[src/rtl/div_sequencer_pkg.sv]
// div_sequencer_pkg: shared state encoding and step constants for sequenced FPU blocks.
package div_sequencer_pkg;
  typedef enum logic [1:0] {
    IDLE = 2'd0,
    RUN  = 2'd1,
    DONE = 2'd2
  } seq_state_t;

  localparam logic [5:0] CNT_START   = 6'd1;
  localparam int         CNT_CAPTURE = 30;
endpackage

[src/rtl/div_arb2.sv]
// div_arb2: two-way round-robin arbiter; the pointer flips to the loser on each advance.
module div_arb2 (
  input  logic       clk,
  input  logic       rst_n,
  input  logic [1:0] req,
  input  logic       advance,
  output logic       gnt_id
);
  logic ptr_q, ptr_d;

  always_comb begin
    gnt_id = (req == 2'b10) ? 1'b1 : (req == 2'b01) ? 1'b0 : ptr_q;
    ptr_d  = advance ? ~gnt_id : ptr_q;
  end

  always_ff @(posedge clk or negedge rst_n)
    if (!rst_n) ptr_q <= 1'b0;
    else        ptr_q <= ptr_d;
endmodule

[src/rtl/div_sequencer.sv]
// div_sequencer: arbitrates two divide requesters onto one multi-cycle divider and
// captures its outputs at a fixed step count.
module div_sequencer
  import div_sequencer_pkg::*;
#(
  parameter int N_CNT_CAPTURE = CNT_CAPTURE
) (
  input  logic        clk,
  input  logic        rst_n,
  input  logic        req0,
  input  logic        req1,
  input  logic [31:0] a0,
  input  logic [31:0] b0,
  input  logic [31:0] a1,
  input  logic [31:0] b1,
  output logic        busy,
  output logic        done,
  output logic        done_id,
  output logic [31:0] result,
  output logic        overflow,
  output logic        dv_by_zero,
  output logic [5:0]  div_cnt,
  output logic [31:0] div_a,
  output logic [31:0] div_b,
  input  logic [31:0] div_result,
  input  logic        div_overflow,
  input  logic        div_dv_by_zero
);
  seq_state_t  state_q, state_d;
  logic [5:0]  cnt_q, cnt_d;
  logic [31:0] div_a_q, div_a_d, div_b_q, div_b_d, result_q, result_d;
  logic        done_id_q, done_id_d, overflow_q, overflow_d, dv_by_zero_q, dv_by_zero_d;
  logic        grant, gnt_id;

  assign grant = (state_q == IDLE) && (req0 || req1);

  div_arb2 u_arb (
    .clk    (clk),
    .rst_n  (rst_n),
    .req    ({req1, req0}),
    .advance(grant),
    .gnt_id (gnt_id)
  );

  always_comb begin
    state_d      = state_q;
    cnt_d        = cnt_q;
    div_a_d      = div_a_q;
    div_b_d      = div_b_q;
    done_id_d    = done_id_q;
    result_d     = result_q;
    overflow_d   = overflow_q;
    dv_by_zero_d = dv_by_zero_q;
    case (state_q)
      IDLE: if (grant) begin
        state_d   = RUN;
        cnt_d     = CNT_START;
        div_a_d   = gnt_id ? a1 : a0;
        div_b_d   = gnt_id ? b1 : b0;
        done_id_d = gnt_id;
      end
      RUN: if (cnt_q == 6'(N_CNT_CAPTURE)) begin
        state_d      = DONE;
        cnt_d        = 6'd0;
        result_d     = div_result;
        overflow_d   = div_overflow;
        dv_by_zero_d = div_dv_by_zero;
      end else begin
        cnt_d = cnt_q + 6'd1;
      end
      DONE: begin
        state_d = IDLE;
        cnt_d   = 6'd0;
      end
      default: begin
        state_d = IDLE;
        cnt_d   = 6'd0;
      end
    endcase
  end

  always_ff @(posedge clk or negedge rst_n)
    if (!rst_n) begin
      state_q      <= IDLE;
      cnt_q        <= 6'd0;
      div_a_q      <= 32'd0;
      div_b_q      <= 32'd0;
      done_id_q    <= 1'b0;
      result_q     <= 32'd0;
      overflow_q   <= 1'b0;
      dv_by_zero_q <= 1'b0;
    end else begin
      state_q      <= state_d;
      cnt_q        <= cnt_d;
      div_a_q      <= div_a_d;
      div_b_q      <= div_b_d;
      done_id_q    <= done_id_d;
      result_q     <= result_d;
      overflow_q   <= overflow_d;
      dv_by_zero_q <= dv_by_zero_d;
    end

  assign busy       = state_q != IDLE;
  assign done       = state_q == DONE;
  assign done_id    = done_id_q;
  assign result     = result_q;
  assign overflow   = overflow_q;
  assign dv_by_zero = dv_by_zero_q;
  assign div_cnt    = cnt_q;
  assign div_a      = div_a_q;
  assign div_b      = div_b_q;
endmodule

[config.mk]
export PLATFORM = sky130hd
export DESIGN_NAME = div_sequencer
export DESIGN_NICKNAME = d
export VERILOG_FILES = /design/src/rtl/div_sequencer_pkg.sv /design/src/rtl/div_arb2.sv /design/src/rtl/div_sequencer.sv
export SDC_FILE = /design/constraint.sdc
export NUM_CORES = 1
export LEC_CHECK = 0
export BUFFER_PORTS_ARGS = -buffer_cell sky130_fd_sc_hd__buf_2
export CAP_MARGIN = 20
export CORE_MARGIN = 2
export CORE_UTILIZATION = 30
export CTS_CLUSTER_DIAMETER = 60
export DETAILED_ROUTE_END_ITERATION = 10
export GPL_TIMING_DRIVEN = 0
export PLACE_DENSITY = 0.61
export SYNTH_ARGS = -nofsm -noshare
export SYNTH_HDL_FRONTEND = slang
export SYNTH_SLANG_ARGS = --single-unit
[constraint.sdc]
create_clock -name clk -period 2.6 [get_ports clk]
set_clock_uncertainty 0.1 [all_clocks]
set_input_delay 0.52 -clock clk [delete_from_list [all_inputs] [get_ports clk]]
set_output_delay 0.52 -clock clk [all_outputs]
set_load 0.02 [all_outputs]
After elaboration in Yosys (flattened, before gate mapping)
Index checks and enable logic that the tools add are counted.

cells by class
  bitwise gates (word level) = 1
  eq/ne operators = 7
  mux-type cells = 10
  add/sub/neg operators = 1
  reductions and logical operators = 7

operator list
  cell                                                    number
  two-way mux 32 bit                                      2
  two-way mux 6 bit                                       2
  one-hot mux 6 bit (2 select lines)                      1
  adder 6 x 1 -> 6 bit (second input constant)            1
  equality test 6 x 5 -> 1 bit (second input constant)    1
  AND reduction 2 bit                                     3
  equality test 2 x 1 -> 1 bit (second input constant)    2
  equality test 2 bit (second input constant)             2
  two-way mux 2 bit                                       2
  one-hot mux 2 bit (2 select lines)                      1
  zero test 2 bit                                         1
  two-way mux 1 bit                                       2
  inequality test 2 x 1 -> 1 bit (second input constant)  1
  inequality test 2 bit (second input constant)           1
  nonzero test 2 bit                                      1
  logical AND 1 bit                                       1
  logical OR 1 bit                                        1
  inverter 1 bit                                          1

word-level totals
  flip-flop bits (word level) = 108
  bits of input ports = 166

Logic depth before layout (Yosys ltp)
Gate-level depths: netlist of the first run.

  depth after elaboration = 4
  depth in mapped cells = 6
  depth with buffers taken out = 5

By module
Synthesis of the first run repeated with hierarchy kept, for this count alone.

second synthesis, totals
  cells, all modules = 334
  area total of the unflattened synthesis = 4939.7 µm²

by module, submodules not included
  module         area an instance (µm²)  cells an instance  seq. area each (µm²)  times used
  div_sequencer  4870.9                  326                2677.6                1
  div_arb2       68.8                    8                  25.0                  1

Worst setup path after synthesis of the first run
Ideal clock, no wire load.

  path type = register to register
  start = reg cnt_q[0], in the netlist div_cnt[0]
  end = reg result_q[10], in the netlist result[10]
  path buffers = 1
  setup time = 0.125 ns
  stages on the path, launching flop included = 7
  setup slack = 0.630 ns
  arrival time = 1.746 ns
  clock period less this slack = 1.970 ns
  cells stage by stage = dfrtp_1 > inv_1 > ha_1 > nand2b_1 > nor3_4 > buf_6 > mux2_2

on the way
  word-level cells in the longest chain between the ends = 2

ends and longest elaborated chain
  item                                  RTL line             RTL
  start, declared                       div_sequencer.sv:30  logic [5:0] cnt_q, cnt_d;
  start signal, assigned                div_sequencer.sv:94  cnt_q <= cnt_d;
  equality test 6 x 5 -> 1 bit          div_sequencer.sv:62  RUN: if (cnt_q == 6'(N_CNT_CAPTURE)) begin
  AND reduction 2 bit (no source line)  -
  end signal, assigned                  div_sequencer.sv:98  result_q <= result_d;
  end, declared                         div_sequencer.sv:31  logic [31:0] div_a_q, div_a_d, div_b_q, div_b_d, result_q, result_d;

No other way between the ends.
A chain may end at the register's enable or synchronous reset.

Worst setup path in the final report of the first run
  start = reg state_q[1]
  end = out busy

on the way
  word-level cells in the longest chain between the ends = 1

ends and longest elaborated chain
  item                    RTL line              RTL
  start, declared         div_sequencer.sv:29   seq_state_t state_q, state_d;
  start signal, assigned  div_sequencer.sv:93   state_q <= state_d;
  nonzero test 2 bit      div_sequencer.sv:103  assign busy = state_q != IDLE;
  end, declared           div_sequencer.sv:16   output logic busy,

No other way between the ends.

==> out/qor_table.md, run 1 <==
| Result | This run | Unit |
|---|---|---|
| Total Routing Usage GR | 0.169 | - |
| Post-Route Utilization | 0.434 | - |
| Critical-path top delay cell | dfrtp_1 | - |
| Maximum clock frequency | 416 | MHz |
| First-pass GRT wire length | 21.6 | mm |
| Dominant cell type by count on the critical path | buf_2 | - |
| Area of the core | 15100 | sq um |
| Leakage power | 3.30 | nW |
| Summed instance area of the synthesized netlist | 4650 | sq um |
| Top cell family by delay on the critical path | buffers and inverters | - |
| Wire length per cell | 17.5 | um |
| Total setup violations reported at the end of the flow | 0 | - |
| Sequential Power Share | 0.385 | - |
| Post-synthesis net count | 516 | - |
| Clock-pin slew reported for the worst setup and hold paths after clock tree synthesis | 70 | ps |
| Initial antenna violation count | 2 | - |
| Most used flip-flop cell after synthesis | dfrtp_1 | - |
| Final period utilization | 0.925 | - |
| Area of the multi-input gates | 1780 | sq um |
| Clock tree from TritonCTS | done | - |
| Endpoint of the worst-slack reg-to-reg timing path | result[19]$_DFFE_PN0P_ | - |
| Clock Power Share | 0.205 | - |
| Count of antenna-violating nets left after detailed routing | 0 | - |
| Actual slew at the worst max-slew pin | 846 | ps |
| Distinct cells, synth | 29 | - |
| Crit path arrival time | 1790 | ps |
| Post-route met1 wirelength | 6.18 | mm |
| Via count of the routed design | 4160 | - |
| Delay of the slowest cell on the worst path | 450 | ps |
| Detailed router's first-iteration violation count | 176 | - |
| Filler-free cell count of the finished design | 824 | - |
| Max Transition Viols Final | 0 | - |
| Filler cell count | 1432 | - |
| Met3 wire len | 1.20 | mm |
| Grt ovf | 0 | - |
| Total Die Area | 16500 | sq um |
| Routed length on met2 | 6.76 | mm |
| Avg Cell Area, Syn | 13.4 | sq um |
| Library cell with the largest summed area after synthesis | dfrtp_1 | - |
| Portion of the post-synthesis area used by sequential elements | 0.581 | - |
| Synth async-reset ratio | 1.00 | - |
| Number of buffer cells added on primary ports | 272 | - |
| Final layout net count | 800 | - |
| Cells traversed along the worst timing path | nor2_2 > buf_2 > buf_2 > inv_1 > buf_2 | - |
| Nature of the critical path endpoint | output port | - |
| Launch point of the worst reg-to-reg path | div_cnt[0]$_DFFE_PN0P_ | - |
| Number of placed I/O pins | 273 | - |
| Worst-Skew Late Latency | 340 | ps |
| CTS Sinks | 108 | - |
| Die Width | 128 | um |
| Layout overhead on the synthesized area | 41.6 | % |
| Cell-internal power | 4.26 | mW |
| Maximum net fanout on the critical path | 10 | - |
| Comb power frac | 0.410 | - |
| Number of enable flip-flop cells after synthesis | 0 | - |
| Leading post-synthesis cells by cell area | dfrtp_1, a221o_1, a21boi_0 | - |
| Data required time of the worst path | 1980 | ps |
| Via count of the first global-routing pass | 4209 | - |
| Post-placement cell count | 809 | - |
| Top metal layer carrying routed signals | met5 | - |
| Logic depth of the worst register-to-register path | 6 | - |
| Post-Synthesis Cells | 348 | - |
| Critical Path Source | state_q[1]$_DFFE_PN0P_ | - |
| Vias per cell | 5.05 | - |
| CP Launch Type | register | - |
| Share of the synthesized area in the top cell type | 0.581 | - |
| Max-cap violations | 0 | - |
| Synthesis warning total | 0 | - |
| Max VDD drop | 446 | uV |
| FF+latch count, synth | 108 | - |
| Pin count of the biggest net entering global routing | 70 | - |
| Half-perimeter wire length after detailed placement | 11.0 | mm |
| Hold buffers post-CTS | 0 | - |
| Starting utilization of the core area | 0.307 | - |
| CTS Root Buffer Type | clkbuf_16 | - |
| First drt pass iteration count | 4 | - |
| Die height | 128 | um |
| Status | completed | - |
| Worst hold path type | in2async | - |
| Fraction of power spent switching nets | 0.372 | - |
| Sequential cell area in the final layout | 2700 | sq um |
| Routability cong. | 0.786 | - |
| Max-Slew Margin vs Limit | 0.431 | - |
| PwrDens | 1030 | nW/um^2 |
| Number of antenna repair diodes | 0 | - |
| Clock Path Buffers | 2 | - |
| Final Hold Violating Endpoints | 0 | - |
| Most frequent standard cell in the layout excluding fill and tap cells | buf_2 | - |
| Number of standard-cell rows in the floorplan | 45 | - |
| Drt drc | 0 | - |
| Switching component of the power | 2.52 | mW |
| Setup Crit Path Kind | reg2out | - |
| Setup repair after global routing missed its margin | no | - |
| Number of buffers and inverters on the critical path | 4 | - |
| Routed wire length | 14.4 | mm |
| Commonest cells after routing, fill and taps aside | buf_2, dfrtp_1, a21boi_0, a221o_1, mux2_2 | - |
| Reg-to-reg setup timing slack | 460 | ps |
| Fraction of final layout cells with drive strength greater than 1 | 0.533 | - |
| Post-layout min period | 2410 | ps |
| # H-tree levels | 3 | - |
| Number of CTS-inserted buffers | 9 | - |
cell usage after synthesis (2+ instances only):
cell type / instances
and3_1: 2
ha_1: 2
a21boi_0: 64
nand2b_1: 3
buf_6: 3
o211ai_1: 3
a21o_1: 2
nor2_1: 2
buf_2: 12
mux2_2: 33
o21ai_0: 2
or3_1: 2
nand2_1: 10
inv_1: 3
o2111ai_1: 2
nand3_1: 5
nor2b_1: 2
clkbuf_1: 15
dfrtp_1: 108
a221o_1: 64
kinds of logic (layout without fill, tap and decap cells):
| group | count (synthesis) | count (layout) | share of synthesized area |
|---|---|---|---|
| flops | 108 | 108 | 0.581 |
| buf+inv | 34 | 322 | 0.0355 |
| mux | 34 | 34 | 0.0824 |
| fa+ha+maj | 2 | 2 | 0.00538 |
| compound gates | 140 | 140 | 0.260 |
| simple gates | 30 | 30 | 0.0355 |
state kept, by name (all words and copies together) (netlist names):
register	flops
u_arb.ptr_q	1
state_q	2
done_id	1
div_cnt	6
overflow	1
div_a	32
result	32
div_b	32
dv_by_zero	1
layer usage:
| layer | track usage | up-vias |
|---|---|---|
| met5 | 0 | - |
| met4 | 0.0582 | 2 |
| met3 | 0.0470 | 15 |
| met2 | 0.281 | 202 |
| met1 | 0.212 | 2013 |
| li1 | - | 1928 |
how the worst max path moves through the flow:
stage | end | slack, ps | cells past startpoint
floorplan | result[10]$_DFFE_PN0P_ | 630 | 6
global placement | div_b[2]$_DFFE_PN0P_ | -380 | 1
detailed placement | div_b[25]$_DFFE_PN0P_ | 370 | 6
CTS | busy | 90 | 5
global route | busy | 20 | 5
finish | busy | 190 | 5
timing repair:
item | 4_1_cts | 5_1_grt
resized for setup | 1 | 0
setup endpoints to repair | 1 | 0
setup buffers | 0 | 0
per-stage QoR:
step / power (mW) / hold slack (ps) / setup slack (ps) / area, sq um / TNS (ps)
final: 6.78 / 49.2 / 194 / 6580 / 0
after global routing: 7.20 / 94.7 / 20.8 / 6580 / 0
after CTS: 6.87 / 62.2 / 92.4 / 6580 / 0
after detailed placement: 5.44 / 361 / 370 / 6270 / 0
after global placement: 5.38 / 359 / -385 / 6240 / -40450
after floorplan: 4.36 / 124 / 630 / 4650 / 0
final cells by class:
cell class | instances | share of cell area
inverters | 3 | 0.00171
plain buffers | 31 | 0.0234
clock buffers | 12 | 0.0390
multi-input cells | 206 | 0.271
well taps | 188 | 0.0357
flip-flops and latches | 108 | 0.411
clock inverters | 3 | 0.00704
repair buffers | 273 | 0.211
power groups by stage:
stage                     sequential, mW  clock (mW)  combinational, mW
after global placement              2.62           0               2.76
after CTS                           2.62        1.44               2.82
after detailed placement            2.62           0               2.82
after floorplan                     3.31           0               1.04
final                               2.61        1.39               2.78
after global routing                2.69        1.50               3.01
Power figures use the tool's default switching activity.
==> run 2, diff against run 1 <==
--- a/config.mk
+++ b/config.mk
@@ -12,7 +12,8 @@
 export CTS_CLUSTER_DIAMETER = 60
 export DETAILED_ROUTE_END_ITERATION = 10
 export GPL_TIMING_DRIVEN = 0
-export PLACE_DENSITY = 0.61
+export PLACE_DENSITY = 0.6
 export SYNTH_ARGS = -nofsm -noshare
 export SYNTH_HDL_FRONTEND = slang
+export SYNTH_HIERARCHICAL = 1
 export SYNTH_SLANG_ARGS = --single-unit
==> out/qor_table.md, run 2 <==
| Result | This run | Unit |
|---|---|---|
| Status | completed | - |
| Detailed router's first-iteration violation count | 113 | - |
| Sequential cell area in the final layout | 2700 | sq um |
| Number of CTS-inserted buffers | 9 | - |
| Most numerous cell types in the synthesized netlist | mux2_2, dfrtp_1, nand2_1 | - |
| Reg-to-reg setup timing slack | 300 | ps |
| CP Launch Type | register | - |
| Distinct cells, synth | 30 | - |
| Filler-free cell count of the finished design | 839 | - |
| Most frequent standard cell in the layout excluding fill and tap cells | buf_2 | - |
| Count of antenna-violating nets left after detailed routing | 0 | - |
| Leakage power | 3.30 | nW |
| Avg Cell Area, Syn | 14.8 | sq um |
| Total Routing Usage GR | 0.140 | - |
| Starting utilization of the core area | 0.309 | - |
| Initial antenna violation count | 0 | - |
| Max-cap violations | 0 | - |
| FF+latch count, synth | 108 | - |
| Final WS setup | 300 | ps |
| Post-placement cell count | 823 | - |
| Die Width | 132 | um |
| Clock-pin slew reported for the worst setup and hold paths after clock tree synthesis | 70 | ps |
| Most used flip-flop cell after synthesis | dfrtp_1 | - |
| Vias per cell | 4.46 | - |
| Grt ovf | 0 | - |
| PwrDens | 1010 | nW/um^2 |
| Worst hold path type | in2async | - |
| CTS Root Buffer Type | clkbuf_16 | - |
| Routed wire length | 12.2 | mm |
| Post-synthesis net count | 502 | - |
| Data required time of the worst path | 2730 | ps |
| Comb power frac | 0.415 | - |
| Endpoint of the worst-slack reg-to-reg timing path | div_a[29]$_DFFE_PN0P_ | - |
| Launch point of the worst reg-to-reg path | u_arb/ptr_q$_DFFE_PN0P_ | - |
| Post-layout min period | 2300 | ps |
| Post-Synthesis Cells | 334 | - |
| Fraction of power spent switching nets | 0.363 | - |
| Actual slew at the worst max-slew pin | 890 | ps |
| Area of the core | 16000 | sq um |
| Share of the synthesized area in the top cell type | 0.547 | - |
| First drt pass iteration count | 4 | - |
| Routability cong. | 0.736 | - |
| Number of buffer cells added on primary ports | 272 | - |
| Wire length per cell | 14.6 | um |
| Setup Crit Path Kind | reg2reg | - |
| Sum of negative setup slack | 0 | ps |
| Sequential Power Share | 0.374 | - |
| Critical-path top delay cell | dfrtp_1 | - |
| Max-Slew Margin vs Limit | 0.401 | - |
| Post-cts gate resize count | 0 | - |
| Final Hold Violating Endpoints | 0 | - |
| Commonest cells after routing, fill and taps aside | buf_2, mux2_2, dfrtp_1 | - |
| Via count of the first global-routing pass | 4027 | - |
| Nature of the critical path endpoint | register | - |
| Max Transition Viols Final | 0 | - |
| Die height | 132 | um |
| Number of standard-cell rows in the floorplan | 46 | - |
| Number of placed I/O pins | 273 | - |
| Clock Path Buffers | 2 | - |
| Crit path arrival time | 2430 | ps |
| Total power | 6.99 | mW |
| Synth async-reset ratio | 1.00 | - |
| Number of enable flip-flop cells after synthesis | 0 | - |
| Total setup violations reported at the end of the flow | 0 | - |
| # H-tree levels | 3 | - |
| Final period utilization | 0.885 | - |
| Max VDD drop | 345 | uV |
| Post-CTS Setup Repair Bufs | 0 | - |
| Switching component of the power | 2.54 | mW |
| Setup repair after global routing missed its margin | no | - |
| Summed instance area of the synthesized netlist | 4940 | sq um |
| Pin count of the biggest net entering global routing | 69 | - |
| Filler cell count | 1558 | - |
| Total Die Area | 17500 | sq um |
| Area of the multi-input gates | 2120 | sq um |
| Clock Power Share | 0.211 | - |
| Leading cell type by number of instances after synthesis | mux2_2 | - |
| Fraction of final layout cells with drive strength greater than 1 | 0.756 | - |
| Maximum net fanout on the critical path | 10 | - |
| Drt drc | 0 | - |
| Layout overhead on the synthesized area | 40.3 | % |
| Library cell with the largest summed area after synthesis | dfrtp_1 | - |
| Cell-internal power | 4.45 | mW |
| CTS Sinks | 108 | - |
| Final layout net count | 786 | - |
| Logic depth of the worst register-to-register path | 6 | - |
| Via count of the routed design | 3738 | - |
| First-pass GRT wire length | 19.7 | mm |
| Delay of the slowest cell on the worst path | 400 | ps |
| Maximum clock frequency | 435 | MHz |
| Number of antenna repair diodes | 0 | - |
| Hold buffers post-CTS | 0 | - |
| Cells traversed along the worst timing path | nor2_1 > o21ai_0 > buf_2 > buf_2 > mux2_2 > mux2_2 | - |
| Portion of the post-synthesis area used by sequential elements | 0.547 | - |
| Half-perimeter wire length after detailed placement | 9.60 | mm |
| Worst-Skew Late Latency | 340 | ps |
| Setup slack after placement | -192 | ps |
| Leading post-synthesis cells by cell area | dfrtp_1, mux2_2, buf_4 | - |
| Clock tree from TritonCTS | done | - |
| Synthesis warning total | 6 | - |
-- run 2: area by class of cell --
class,instances,area share
sequential,108,0.390
multi-input combinational,208,0.306
timing repair buffer,273,0.201
tap,216,0.0390
clock buffer,9,0.0325
buffer,17,0.0166
clock inverter,7,0.0141
inverter,1,0.000542
-- run 2: power groups by stage --
stage / clock (mW) / sequential, mW / combinational (mW)
3_5_place_dp: 0 / 2.65 / 2.95
2_1_floorplan: 0 / 3.37 / 1.14
5_1_grt: 1.61 / 2.71 / 3.10
6_report: 1.47 / 2.62 / 2.90
3_3_place_gp: 0 / 2.62 / 2.88
4_1_cts: 1.55 / 2.63 / 2.95
-- run 2: cells by family (layout without fill, tap and decap cells) --
kind of cell / count (synthesis) / in the layout / share of synthesized area
multiplexers: 164 / 164 / 0.374
flip-flops: 108 / 108 / 0.547
AND/OR/NAND/NOR: 29 / 29 / 0.0350
buffers and inverters: 18 / 307 / 0.0230
AO/OA/AOI/OAI: 13 / 13 / 0.0162
adder cells (fa/ha/maj): 2 / 2 / 0.00507
-- run 2: worst max path at each step --
stage                       startpoint                     to  slack, ps  depth (start not counted)
4_1_cts        u_arb/ptr_q$_DFFE_PN0P_  div_b[18]$_DFFE_PN0P_         80                          6
5_1_grt        u_arb/ptr_q$_DFFE_PN0P_  div_a[29]$_DFFE_PN0P_        120                          6
2_1_floorplan                     req1   div_a[0]$_DFFE_PN0P_        490                          6
3_5_place_dp                      req1  div_b[18]$_DFFE_PN0P_       -190                          7
3_3_place_gp                     rst_n  div_b[25]$_DFFE_PN0P_       -320                          1
6_report       u_arb/ptr_q$_DFFE_PN0P_  div_a[29]$_DFFE_PN0P_        300                          6
-- run 2: metrics by stage --
stage                     area, sq um  hold slack, ps  utilization
final                            6930            45.2        0.433
after global routing             6930            96.2        0.433
after CTS                        6920            63.6        0.433
after detailed placement         6600             390        0.413
after global placement           6570             370        0.411
after floorplan                  4940             124            -
-- run 2: critical path, delay by kind of cell, from the launching register on --
kind	cells	cell delay (ps)
muxes	2	640
and+or+nand+nor	1	50
buffers and inverters	2	700
DFF	1	400
AOI/OAI and AO/OA	1	290
-- run 2: per-layer routing --
layer	up-vias	track usage	wire (um)
li1	1777	-	-
met1	1764	0.162	4760
met2	176	0.242	6180
met3	21	0.0411	1020
met4	0	0.0585	276
met5	-	0	0
